<file path="config.mk">
export PLATFORM = sky130hd
export DESIGN_NAME = quad_encoder_counter_flat
export DESIGN_NICKNAME = d
export VERILOG_FILES = /design/src/rtl/quad_encoder_counter_if.sv /design/src/rtl/quad_encoder_counter.sv /design/src/flat_wrapper.sv
export SDC_FILE = /design/constraint.sdc
export NUM_CORES = 1
export LEC_CHECK = 0
export BUFFER_PORTS_ARGS = -buffer_cell sky130_fd_sc_hd__buf_2
export CAP_MARGIN = 20
export CORE_AREA = 2 2 109 111
export DETAILED_ROUTE_END_ITERATION = 10
export DIE_AREA = 0 0 111 113
export PLACE_DENSITY = 0.82
export SLEW_MARGIN = 40
export SYNTH_ARGS = -nofsm -noshare
export SYNTH_HDL_FRONTEND = slang
export SYNTH_SLANG_ARGS = --single-unit
</file>
<file path="constraint.sdc">
create_clock -name clk50 -period 3.6 [get_ports clk50]
set_clock_uncertainty 0.2 [all_clocks]
set_input_delay 0.18 -clock clk50 [delete_from_list [all_inputs] [get_ports clk50]]
set_output_delay 0.18 -clock clk50 [all_outputs]
set_load 0.005 [all_outputs]
</file>
<file path="src/rtl/quad_encoder_counter_if.sv">
// Pin/bus bundle for one quadrature-encoder axis.
//
// master: the side that drives the encoder pins and control strobes (register block / bench)
// slave : the quad_encoder_counter itself
//
// Signals
//   enc_a, enc_b, enc_z  encoder A/B/index pins, asynchronous to the counter clock
//   mode                 00 x1, 01 x2, 10/11 x4
//   load, load_value     1-cycle preload strobe and value
//   index_en             enable capture on Z rising edge
//   index_zero           on a captured Z edge also reset the count to its initial value
//   err_clr              clears the sticky illegal-transition flag
//   count, dir, err      position, direction of last counted step, sticky error
//   index_count          count value at the last captured Z edge
//   index_valid          1-cycle pulse when index_count is updated
interface quad_encoder_counter_if #(
  parameter int unsigned WIDTH = 32
);

  logic             enc_a;
  logic             enc_b;
  logic             enc_z;
  logic [1:0]       mode;
  logic             load;
  logic [WIDTH-1:0] load_value;
  logic             index_en;
  logic             index_zero;
  logic             err_clr;

  logic [WIDTH-1:0] count;
  logic             dir;
  logic             err;
  logic [WIDTH-1:0] index_count;
  logic             index_valid;

  modport master (
    output enc_a, enc_b, enc_z, mode, load, load_value, index_en, index_zero, err_clr,
    input  count, dir, err, index_count, index_valid
  );

  modport slave (
    input  enc_a, enc_b, enc_z, mode, load, load_value, index_en, index_zero, err_clr,
    output count, dir, err, index_count, index_valid
  );

endinterface

</file>
<file path="src/rtl/quad_encoder_counter.sv">
// Quadrature decoder / position counter for one encoder axis.
//
// Pins are double-flop synchronised, then each passes through a glitch filter that only accepts
// a new level after it has been seen for FILTER_LEN consecutive cycles. The filtered A/B state is
// compared against the previous cycle's state to derive a step (x1/x2/x4 selectable at runtime);
// simultaneous A and B changes are flagged as illegal. A rising edge on filtered Z can capture
// the count and optionally re-initialise it. A preload strobe overrides everything but reset.
//
// Ports
//   clk50    system clock, all logic on posedge
//   reset_n  synchronous active-low reset
//   bus      quad_encoder_counter_if.slave (encoder pins, control strobes, status outputs)
//
// Parameters
//   WIDTH       counter / load / capture width (>= 8)
//   FILTER_LEN  cycles a synced input must hold a new level before accepted (>= 1)
//   CNT_INIT    count after reset and on index zeroing
module quad_encoder_counter #(
  parameter int unsigned      WIDTH      = 32,
  parameter int unsigned      FILTER_LEN = 4,
  parameter logic [WIDTH-1:0] CNT_INIT   = {1'b0, {(WIDTH-1){1'b1}}}
) (
  input logic                   clk50,
  input logic                   reset_n,
  quad_encoder_counter_if.slave bus
);

  localparam int unsigned      HoldW    = (FILTER_LEN > 1) ? $clog2(FILTER_LEN) : 1;
  localparam int unsigned      PrimeLen = FILTER_LEN + 2;
  localparam int unsigned      PrimeW   = $clog2(PrimeLen + 1);
  localparam logic [HoldW-1:0]  HoldMax  = HoldW'(FILTER_LEN - 1);
  localparam logic [PrimeW-1:0] PrimeEnd = PrimeW'(PrimeLen);
  localparam logic [WIDTH-1:0]  One      = WIDTH'(1);

  // Bit positions inside the 3-bit pin vectors.
  localparam int unsigned IdxB = 0;
  localparam int unsigned IdxA = 1;
  localparam int unsigned IdxZ = 2;

  logic [2:0] pins;

  logic [2:0]            sync1_q, sync2_q;
  logic [2:0]            filt_q, filt_d;
  logic [2:0][HoldW-1:0] hold_q, hold_d;
  logic [2:0]            prev_q, prev_d;
  logic [PrimeW-1:0]     prime_q, prime_d;

  logic [WIDTH-1:0] count_q, count_d;
  logic             dir_q, dir_d;
  logic             err_q, err_d;
  logic [WIDTH-1:0] idx_cnt_q, idx_cnt_d;
  logic             idx_vld_q, idx_vld_d;

  logic             priming;
  logic             eval;
  logic [1:0]       cur_ab, prev_ab;
  logic             chg_a, chg_b;
  logic             illegal;
  logic             step_en, step_up;
  logic             z_rise;
  logic [WIDTH-1:0] count_step;
  logic [WIDTH-1:0] count_pre;

  assign pins = {bus.enc_z, bus.enc_a, bus.enc_b};

  // While priming, the filters and prev state load straight from the synchroniser so that the
  // pin levels present at reset release never look like a transition.
  assign priming = (prime_q != PrimeEnd);
  assign eval    = ~priming;

  always_comb begin
    prime_d = prime_q;
    if (priming) begin
      prime_d = prime_q + PrimeW'(1);
    end
  end

  // Glitch filter: a level is accepted on the FILTER_LEN-th consecutive cycle it differs from
  // the filtered value; any return to the filtered level restarts the hold count.
  always_comb begin
    filt_d = filt_q;
    hold_d = hold_q;
    if (priming) begin
      filt_d = sync2_q;
      hold_d = '0;
    end else begin
      for (int i = 0; i < 3; i++) begin
        if (sync2_q[i] != filt_q[i]) begin
          if (hold_q[i] == HoldMax) begin
            filt_d[i] = sync2_q[i];
            hold_d[i] = '0;
          end else begin
            hold_d[i] = hold_q[i] + HoldW'(1);
          end
        end else begin
          hold_d[i] = '0;
        end
      end
    end
  end

  always_comb begin
    prev_d = filt_q;
    if (priming) begin
      prev_d = filt_d;
    end
  end

  // Step decode. Forward sequence is 00 -> 10 -> 11 -> 01 -> 00 ({A,B}).
  // An A edge is forward when the new A differs from B; a B edge is forward when they match.
  assign cur_ab  = {filt_q[IdxA], filt_q[IdxB]};
  assign prev_ab = {prev_q[IdxA], prev_q[IdxB]};
  assign chg_a   = cur_ab[1] ^ prev_ab[1];
  assign chg_b   = cur_ab[0] ^ prev_ab[0];
  assign illegal = eval & chg_a & chg_b;

  always_comb begin
    step_en = 1'b0;
    step_up = 1'b0;
    case (bus.mode)
      2'b00: begin
        // x1: only the A edge with B low counts (00 <-> 10).
        step_en = chg_a & ~chg_b & ~cur_ab[0];
        step_up = cur_ab[1];
      end
      2'b01: begin
        // x2: A edges only.
        step_en = chg_a & ~chg_b;
        step_up = cur_ab[1] ^ cur_ab[0];
      end
      default: begin
        // x4: every legal single-bit change.
        step_en = chg_a ^ chg_b;
        step_up = chg_a ? (cur_ab[1] ^ cur_ab[0]) : ~(cur_ab[1] ^ cur_ab[0]);
      end
    endcase
    step_en = step_en & eval;
  end

  assign z_rise = eval & bus.index_en & filt_q[IdxZ] & ~prev_q[IdxZ];

  // count_pre is the value this cycle would end with ignoring index zeroing; it is also what
  // gets captured on an index edge.
  always_comb begin
    count_step = count_q;
    if (step_en) begin
      count_step = step_up ? (count_q + One) : (count_q - One);
    end
    count_pre = bus.load ? bus.load_value : count_step;
  end

  always_comb begin
    count_d   = count_pre;
    dir_d     = dir_q;
    err_d     = err_q;
    idx_cnt_d = idx_cnt_q;
    idx_vld_d = 1'b0;

    if (!bus.load && z_rise && bus.index_zero) begin
      count_d = CNT_INIT;
    end

    if (step_en) begin
      dir_d = step_up;
    end

    // Set wins over clear.
    if (illegal) begin
      err_d = 1'b1;
    end else if (bus.err_clr) begin
      err_d = 1'b0;
    end

    if (z_rise) begin
      idx_cnt_d = count_pre;
      idx_vld_d = 1'b1;
    end
  end

  always_ff @(posedge clk50) begin
    if (!reset_n) begin
      sync1_q   <= '0;
      sync2_q   <= '0;
      filt_q    <= '0;
      hold_q    <= '0;
      prev_q    <= '0;
      prime_q   <= '0;
      count_q   <= CNT_INIT;
      dir_q     <= 1'b0;
      err_q     <= 1'b0;
      idx_cnt_q <= '0;
      idx_vld_q <= 1'b0;
    end else begin
      sync1_q   <= pins;
      sync2_q   <= sync1_q;
      filt_q    <= filt_d;
      hold_q    <= hold_d;
      prev_q    <= prev_d;
      prime_q   <= prime_d;
      count_q   <= count_d;
      dir_q     <= dir_d;
      err_q     <= err_d;
      idx_cnt_q <= idx_cnt_d;
      idx_vld_q <= idx_vld_d;
    end
  end

  assign bus.count       = count_q;
  assign bus.dir         = dir_q;
  assign bus.err         = err_q;
  assign bus.index_count = idx_cnt_q;
  assign bus.index_valid = idx_vld_q;

endmodule

</file>
<file path="src/flat_wrapper.sv">
// flat-port wrapper written by rule: the top's interface ports become plain ports
module quad_encoder_counter_flat 
#(
  parameter int unsigned      WIDTH      = 32,
  parameter int unsigned      FILTER_LEN = 4,
  parameter logic [WIDTH-1:0] CNT_INIT   = {1'b0, {(WIDTH-1){1'b1}}}
)
  (clk50, reset_n, bus_enc_a, bus_enc_b, bus_enc_z, bus_mode, bus_load, bus_load_value, bus_index_en, bus_index_zero, bus_err_clr, bus_count, bus_dir, bus_err, bus_index_count, bus_index_valid);
  quad_encoder_counter_if #(.WIDTH(WIDTH)) bus_i ();
  input logic clk50;
  input logic reset_n;
  input wire logic [$bits(bus_i.enc_a)-1:0] bus_enc_a;
  input wire logic [$bits(bus_i.enc_b)-1:0] bus_enc_b;
  input wire logic [$bits(bus_i.enc_z)-1:0] bus_enc_z;
  input wire logic [$bits(bus_i.mode)-1:0] bus_mode;
  input wire logic [$bits(bus_i.load)-1:0] bus_load;
  input wire logic [$bits(bus_i.load_value)-1:0] bus_load_value;
  input wire logic [$bits(bus_i.index_en)-1:0] bus_index_en;
  input wire logic [$bits(bus_i.index_zero)-1:0] bus_index_zero;
  input wire logic [$bits(bus_i.err_clr)-1:0] bus_err_clr;
  output wire logic [$bits(bus_i.count)-1:0] bus_count;
  output wire logic [$bits(bus_i.dir)-1:0] bus_dir;
  output wire logic [$bits(bus_i.err)-1:0] bus_err;
  output wire logic [$bits(bus_i.index_count)-1:0] bus_index_count;
  output wire logic [$bits(bus_i.index_valid)-1:0] bus_index_valid;
  assign bus_i.enc_a = bus_enc_a;
  assign bus_i.enc_b = bus_enc_b;
  assign bus_i.enc_z = bus_enc_z;
  assign bus_i.mode = bus_mode;
  assign bus_i.load = bus_load;
  assign bus_i.load_value = bus_load_value;
  assign bus_i.index_en = bus_index_en;
  assign bus_i.index_zero = bus_index_zero;
  assign bus_i.err_clr = bus_err_clr;
  assign bus_count = bus_i.count;
  assign bus_dir = bus_i.dir;
  assign bus_err = bus_i.err;
  assign bus_index_count = bus_i.index_count;
  assign bus_index_valid = bus_i.index_valid;
  quad_encoder_counter #(.WIDTH(WIDTH), .FILTER_LEN(FILTER_LEN), .CNT_INIT(CNT_INIT)) u_core (.clk50(clk50), .reset_n(reset_n), .bus(bus_i));
endmodule
</file>
**After elaboration in Yosys (flattened, before gate mapping)**

Cells that the tools add are included.

- Reductions and logical operators: 9
- Eq/ne operators: 8
- Add/subtract/negate cells: 6
- Mux-type cells: 17
- Bitwise gates (word level): 21

Operators by type and width:

| operator | count |
|---|---|
| two-way mux 32 bit | 3 |
| adder 32 x 1 -> 32 bit, second input constant | 1 |
| subtractor 32 x 1 -> 32 bit, second input constant | 1 |
| OR reduction 4 bit | 3 |
| two-way mux 1 bit | 10 |
| NOT 1 bit | 9 |
| AND 1 bit | 8 |
| adder 2 x 1 -> 2 bit, second input constant | 3 |
| equality test 2 bit, second input constant | 3 |
| two-way mux 3 bit | 2 |
| case mux 1 bit (2 select lines) | 2 |
| bitwise XOR 1 bit | 4 |
| adder 3 x 1 -> 3 bit, second input constant | 1 |
| != test 1 bit | 3 |
| != test 3 bit, second input constant | 1 |
| equality test 2 x 1 -> 1 bit, second input constant | 1 |
| logical AND 1 bit | 2 |
| zero test 2 bit | 1 |
| nonzero test 2 bit | 1 |
| OR reduction 2 bit | 1 |
| zero test 1 bit | 1 |

- Word-level logic and storage cells: 74
- Bits in registers: 88
- Bits of input ports: 43

**Longest topological paths before layout**

- Depth in word-level cells: 8
- Mapped depth: 15

**Worst setup path after synthesis**

No wires, ideal clock.

- Path kind: reg2reg
- Start point: reg with a tool-made name
- End point: reg u_core.idx_cnt_q[20] (netlist: u_core.bus.index_count[20])
- Arrival time: 3.245 ns
- Required time: 3.271 ns
- Library setup time: 0.129 ns
- Period minus slack after synthesis: 3.574 ns
- Buffers on the path: 2
- Stages on the path, launching flop included: 16
- Slack: 0.026 ns
- Cell sequence: dfxtp_1 -> buf_2 -> nor4bb_1 -> a21oi_2 -> nand2_2 -> buf_6 -> xnor2_1 -> ha_1 -> nand3_1 -> or4_1 -> a2111oi_2 -> o21ai_2 -> nor2_1 -> a21oi_1 -> a2111oi_2 -> a21oi_1

RTL lines:

| item | line | RTL |
|---|---|---|
| end signal: assignment | quad_encoder_counter.sv:203 | `idx_cnt_q <= idx_cnt_d;` |
| end: declaration | quad_encoder_counter.sv:51 | `logic [WIDTH-1:0] idx_cnt_q, idx_cnt_d;` |

**Worst setup path after layout**

- Start point: reg u_core.prev_q[1]
- End point: reg u_core.idx_cnt_q[20] (netlist: u_core.bus.index_count[20])

- Word-level cells in the longest chain between the ends: 7
- Elaborated cells between the ends (all ways): 11
- Those cells by class: 6 x mux; 5 x bitwise

RTL lines:

| item | line | RTL |
|---|---|---|
| start: declaration | quad_encoder_counter.sv:45 | `logic [2:0] prev_q, prev_d;` |
| start signal: assignment | quad_encoder_counter.sv:198 | `prev_q <= prev_d;` |
| bitwise XOR 1 bit * | quad_encoder_counter.sv:113 | `assign chg_a = cur_ab[1] ^ prev_ab[1];` |
| AND 1 bit | quad_encoder_counter.sv:123, quad_encoder_counter.sv:128 |  |
| AND 1 bit | quad_encoder_counter.sv:123 | `step_en = chg_a & ~chg_b & ~cur_ab[0];` |
| case mux 1 bit (2 select lines) | quad_encoder_counter.sv:120 | `case (bus.mode)` |
| AND 1 bit | quad_encoder_counter.sv:137 | `step_en = step_en & eval;` |
| two-way mux 32 bit * | quad_encoder_counter.sv:146 | `if (step_en) begin` |
| two-way mux 32 bit * | quad_encoder_counter.sv:149 | `count_pre = bus.load ? bus.load_value : count_step;` |

Mark *: on every way between the ends. The rest lies on a longest branch, timed or not.
A chain may end at the register's enable or synchronous reset.

==> results.md <==
- Most frequent CP cell: a2111oi_4
- Fmax: 0.290 GHz
- GP Congestion: 1.01
- Initial antenna violation count: 0
- Crit-path cells: and2_1 > o32a_2 > nand2_2 > xnor2_1 > ha_1 > nand3_1 > or4_1 > a2111oi_4 > o21ai_4 > nor4_1 > a2111oi_4 > a21oi_1
- Slew @ Worst Pin: 0.802 ns
- Max stage delay cell, worst path: nor4_1
- Area of the multi-input gates: 3210 sq um
- Chip Width: 111 um
- YS warnings: 0
- Number of synthesized register bits: 88
- Max-slew headroom: 46.1%
- Gr usage total: 27.8%
- Synth top area share: 33.6%
- CTS tree: done
- Metal2 WL: 8180 um
- Post-DP HPWL: 11,500 um
- Hold path cells: 4
- Tmin final: 3.45 ns
- Clk root buf: clkbuf_16
- Post-route ant nets: 0
- Post-route cell area: 6550 sq um
- Met1 WL: 6860 um
- R2r startpoint: u_core.prev_q[1]$_SDFF_PN0_
- R2R cell count: 12
- Num CTS Buffers: 9
- Vias in the first global route: 5,665
- R2R Setup Slk: 0.15 ns
- Seq. cell area: 1760 sq um
- Vias: 5,879
- Filler cell count: 955
- Startpoint Class: flop
- Yosys top cell by area: dfxtp_1
- Fin util: 58.1%
- Remaining global-route overflow: 0
- Syn_nets: 712
- Die height: 113 um
- CTS HTree Levels: 3
- Metal3 WL: 1890 um
- Power per cell area: 364 nW/um^2
- Asr flop ratio synth: 0%
- IO buf count: 109
- Layout area overhead: 25.1%
- Seq/Total Area, Yosys: 33.6%
- CTS sink cnt: 88
- Top_reg_cell synth: dfxtp_1
- Die area: 12,500 sq um
- Clock latency on the worst-skew pair: 0.35 ns
- Final Non-Filler Cells: 938
- Setup ws final: 0.151 ns
- Status: complete, no violations
- Clock tree buffer depth: 2
- Reg2reg end: u_core.bus.index_count[20]$_SDFFE_PN0P_
- MaxCap Viol Count: 0
- Initial core utilization: 46.5%
- Crit path arrival time: 3.53 ns
- Placed Area: 5860 sq um
- Reg clk slew, reported paths: 0.07 ns
- Layout cells sized above 1: 22.9%
- Post-Place Cells: 889
- Total DRC errors in the routed layout: 0
- CP Class: flop to flop
- Worst Min Path Start: bus_load_value[9]
- Core ar.: 11,300 sq um
- Vias per cell: 6.27
- Rows: 39
- Top Layer Used: met4
- Setup Buffers After CTS: 0
- Hold slack: 0.0663 ns
- Fin crit share: 95.8%
- Worst Path Required: 3.68 ns
- Area contributors post-synth: dfxtp_1, nand2_1, o21ai_0
- Post-Synthesis Cells: 662
- Distinct cell type count after synthesis: 71
- CP peak stage delay: 0.55 ns
- Syn_area_per_cell: 7.91 sq um
- Worst setup EP type: flop
- Max VDD drop: 0.222 mV
- Total Routed Length: 17,800 um
- Fin nets: 841
- Global-route wire length before repair: 28,500 um
- Post-Syn Area: 5240 sq um
- Worst hold path endpoint: u_core.bus.count[9]$_SDFF_PP1_
- Pre-CTS WS: 0.0763 ns
- Iteration count of the initial detailed-routing pass: 7
- Largest net degree at the start of global routing: 34
- Final setup viols: 0
- IO Pins: 110
- Worst Hold Class: input pin to flop
- Max FO, Critical Path: 4
- Leak: 2.67 nW
- DRT iter0 DRCs: 848
- EDFF count, synth: 0
- DR WL/cell: 19.0 um
- Final Hold Vio Count: 0
- Diode count: 0
- Slew Limit Fails: 0
-- cell usage in the layout (no fill, tap or decap), drive strengths merged, types with 9 or more instances in the layout --
cell type / count
dlygate4sd3: 34
nor2: 52
clkbuf: 9
or3: 12
nand4: 23
xor2: 11
xnor2: 21
a31oi: 9
a21oi: 23
mux2i: 18
nand2: 90
dfxtp: 88
and2: 11
buf: 133
nor4: 18
nand2b: 10
o21ai: 45
nor3: 22
and3: 9
nand3: 39
inv: 12
a21boi: 10
-- routing by layer --
layer / vias up / global-route usage [%]
met5: - / 0
met4: 0 / 15.2
met3: 99 / 6.16
met2: 442 / 45.2
met1: 2678 / 34.6
li1: 2660 / -
-- worst max path at each step --
stage / end / depth (start not counted) / start / slack, ns
5_1_grt: u_core.bus.index_count[20]$_SDFFE_PN0P_ / 14 / u_core.prev_q[1]$_SDFF_PN0_ / -0.004
4_1_cts: u_core.bus.index_count[20]$_SDFFE_PN0P_ / 13 / u_core.prev_q[1]$_SDFF_PN0_ / 0.05
2_1_floorplan: u_core.bus.index_count[20]$_SDFFE_PN0P_ / 15 / flop / 0.03
6_report: u_core.bus.index_count[20]$_SDFFE_PN0P_ / 12 / u_core.prev_q[1]$_SDFF_PN0_ / 0.15
3_5_place_dp: u_core.bus.index_count[20]$_SDFFE_PN0P_ / 13 / u_core.prev_q[1]$_SDFF_PN0_ / 0.08
3_3_place_gp: u_core.bus.index_count[20]$_SDFFE_PN0P_ / 13 / u_core.prev_q[1]$_SDFF_PN0_ / 0.16
-- sequential cells by signal, summed over array words and instances, names as in the netlist, named ones only --
signal / flops
u_core.bus.count: 32
u_core.bus.index_count: 32
u_core.hold_q: 6
u_core.prev_q: 3
u_core.prime_q: 3
u_core.sync1_q: 3
u_core.sync2_q: 3
u_core.bus.dir: 1
u_core.bus.err: 1
u_core.bus.index_valid: 1
-- critical path: cells and delay by family (launching register included) --
family	cells	cell delay [ns]
and+or+nand+nor	5	1.46
AOI/OAI and AO/OA	5	1.08
DFF	1	0.31
adders and majority gates	1	0.20
xor gates and xnor gates	1	0.13
-- power by group --
| group | switching, mW | internal, mW |
|---|---|---|
| registers | 0.0586 | 1.00 |
| clock network | 0.407 | 0.537 |
| logic | 0.216 | 0.162 |
-- stage by stage --
stage               power (mW)  setup TNS [ns]
floorplan                 1.28               0
global placement          1.40               0
detailed placement        1.41               0
CTS                       2.35               0
global route              2.46        -0.00676
finish                    2.39               0
-- cells in the mapped netlist, types with 9 or more instances --
cell type and number:
a21oi_1 22, nand3_1 38, a31oi_1 9, and3_1 9, nor3_1 21, mux2i_1 18, dfxtp_1 88, a21boi_0 10
nand2_1 87, xor2_1 11, inv_1 10, xnor2_1 21, buf_2 9, or3_1 10, clkbuf_1 26, nor4_1 16
nor2_1 52, nand4_1 23, nand2b_1 10, o21ai_0 42, and2_1 11
-- final cells by class --
cell class	instances	area share, %
clock inverters	6	1.03
clock buffers	9	3.44
flip-flops and latches	88	26.9
inverters	11	0.630
repair buffers	167	16.3
multi-input cells	514	49.0
well taps	143	2.73
-- cell families after synthesis --
kind of cell	synth area share [%]
multiplexers	3.87
AO/OA/AOI/OAI	17.5
XOR/XNOR	5.35
AND/OR/NAND/NOR	31.5
adder cells (fa/ha/maj)	1.67
buffers and inverters	6.47
flip-flops	33.6
-- timing repair --
action | in CTS | in global routing
pin swaps | 0 | 4
hold buffers | 34 | 0
endpoints found under the setup margin | 2 | 9
cloned | 0 | 0
gates resized for setup | 1 | 9
endpoints found under the hold margin | 47 | 0
No activity file was read; power rests on OpenSTA's default activity.
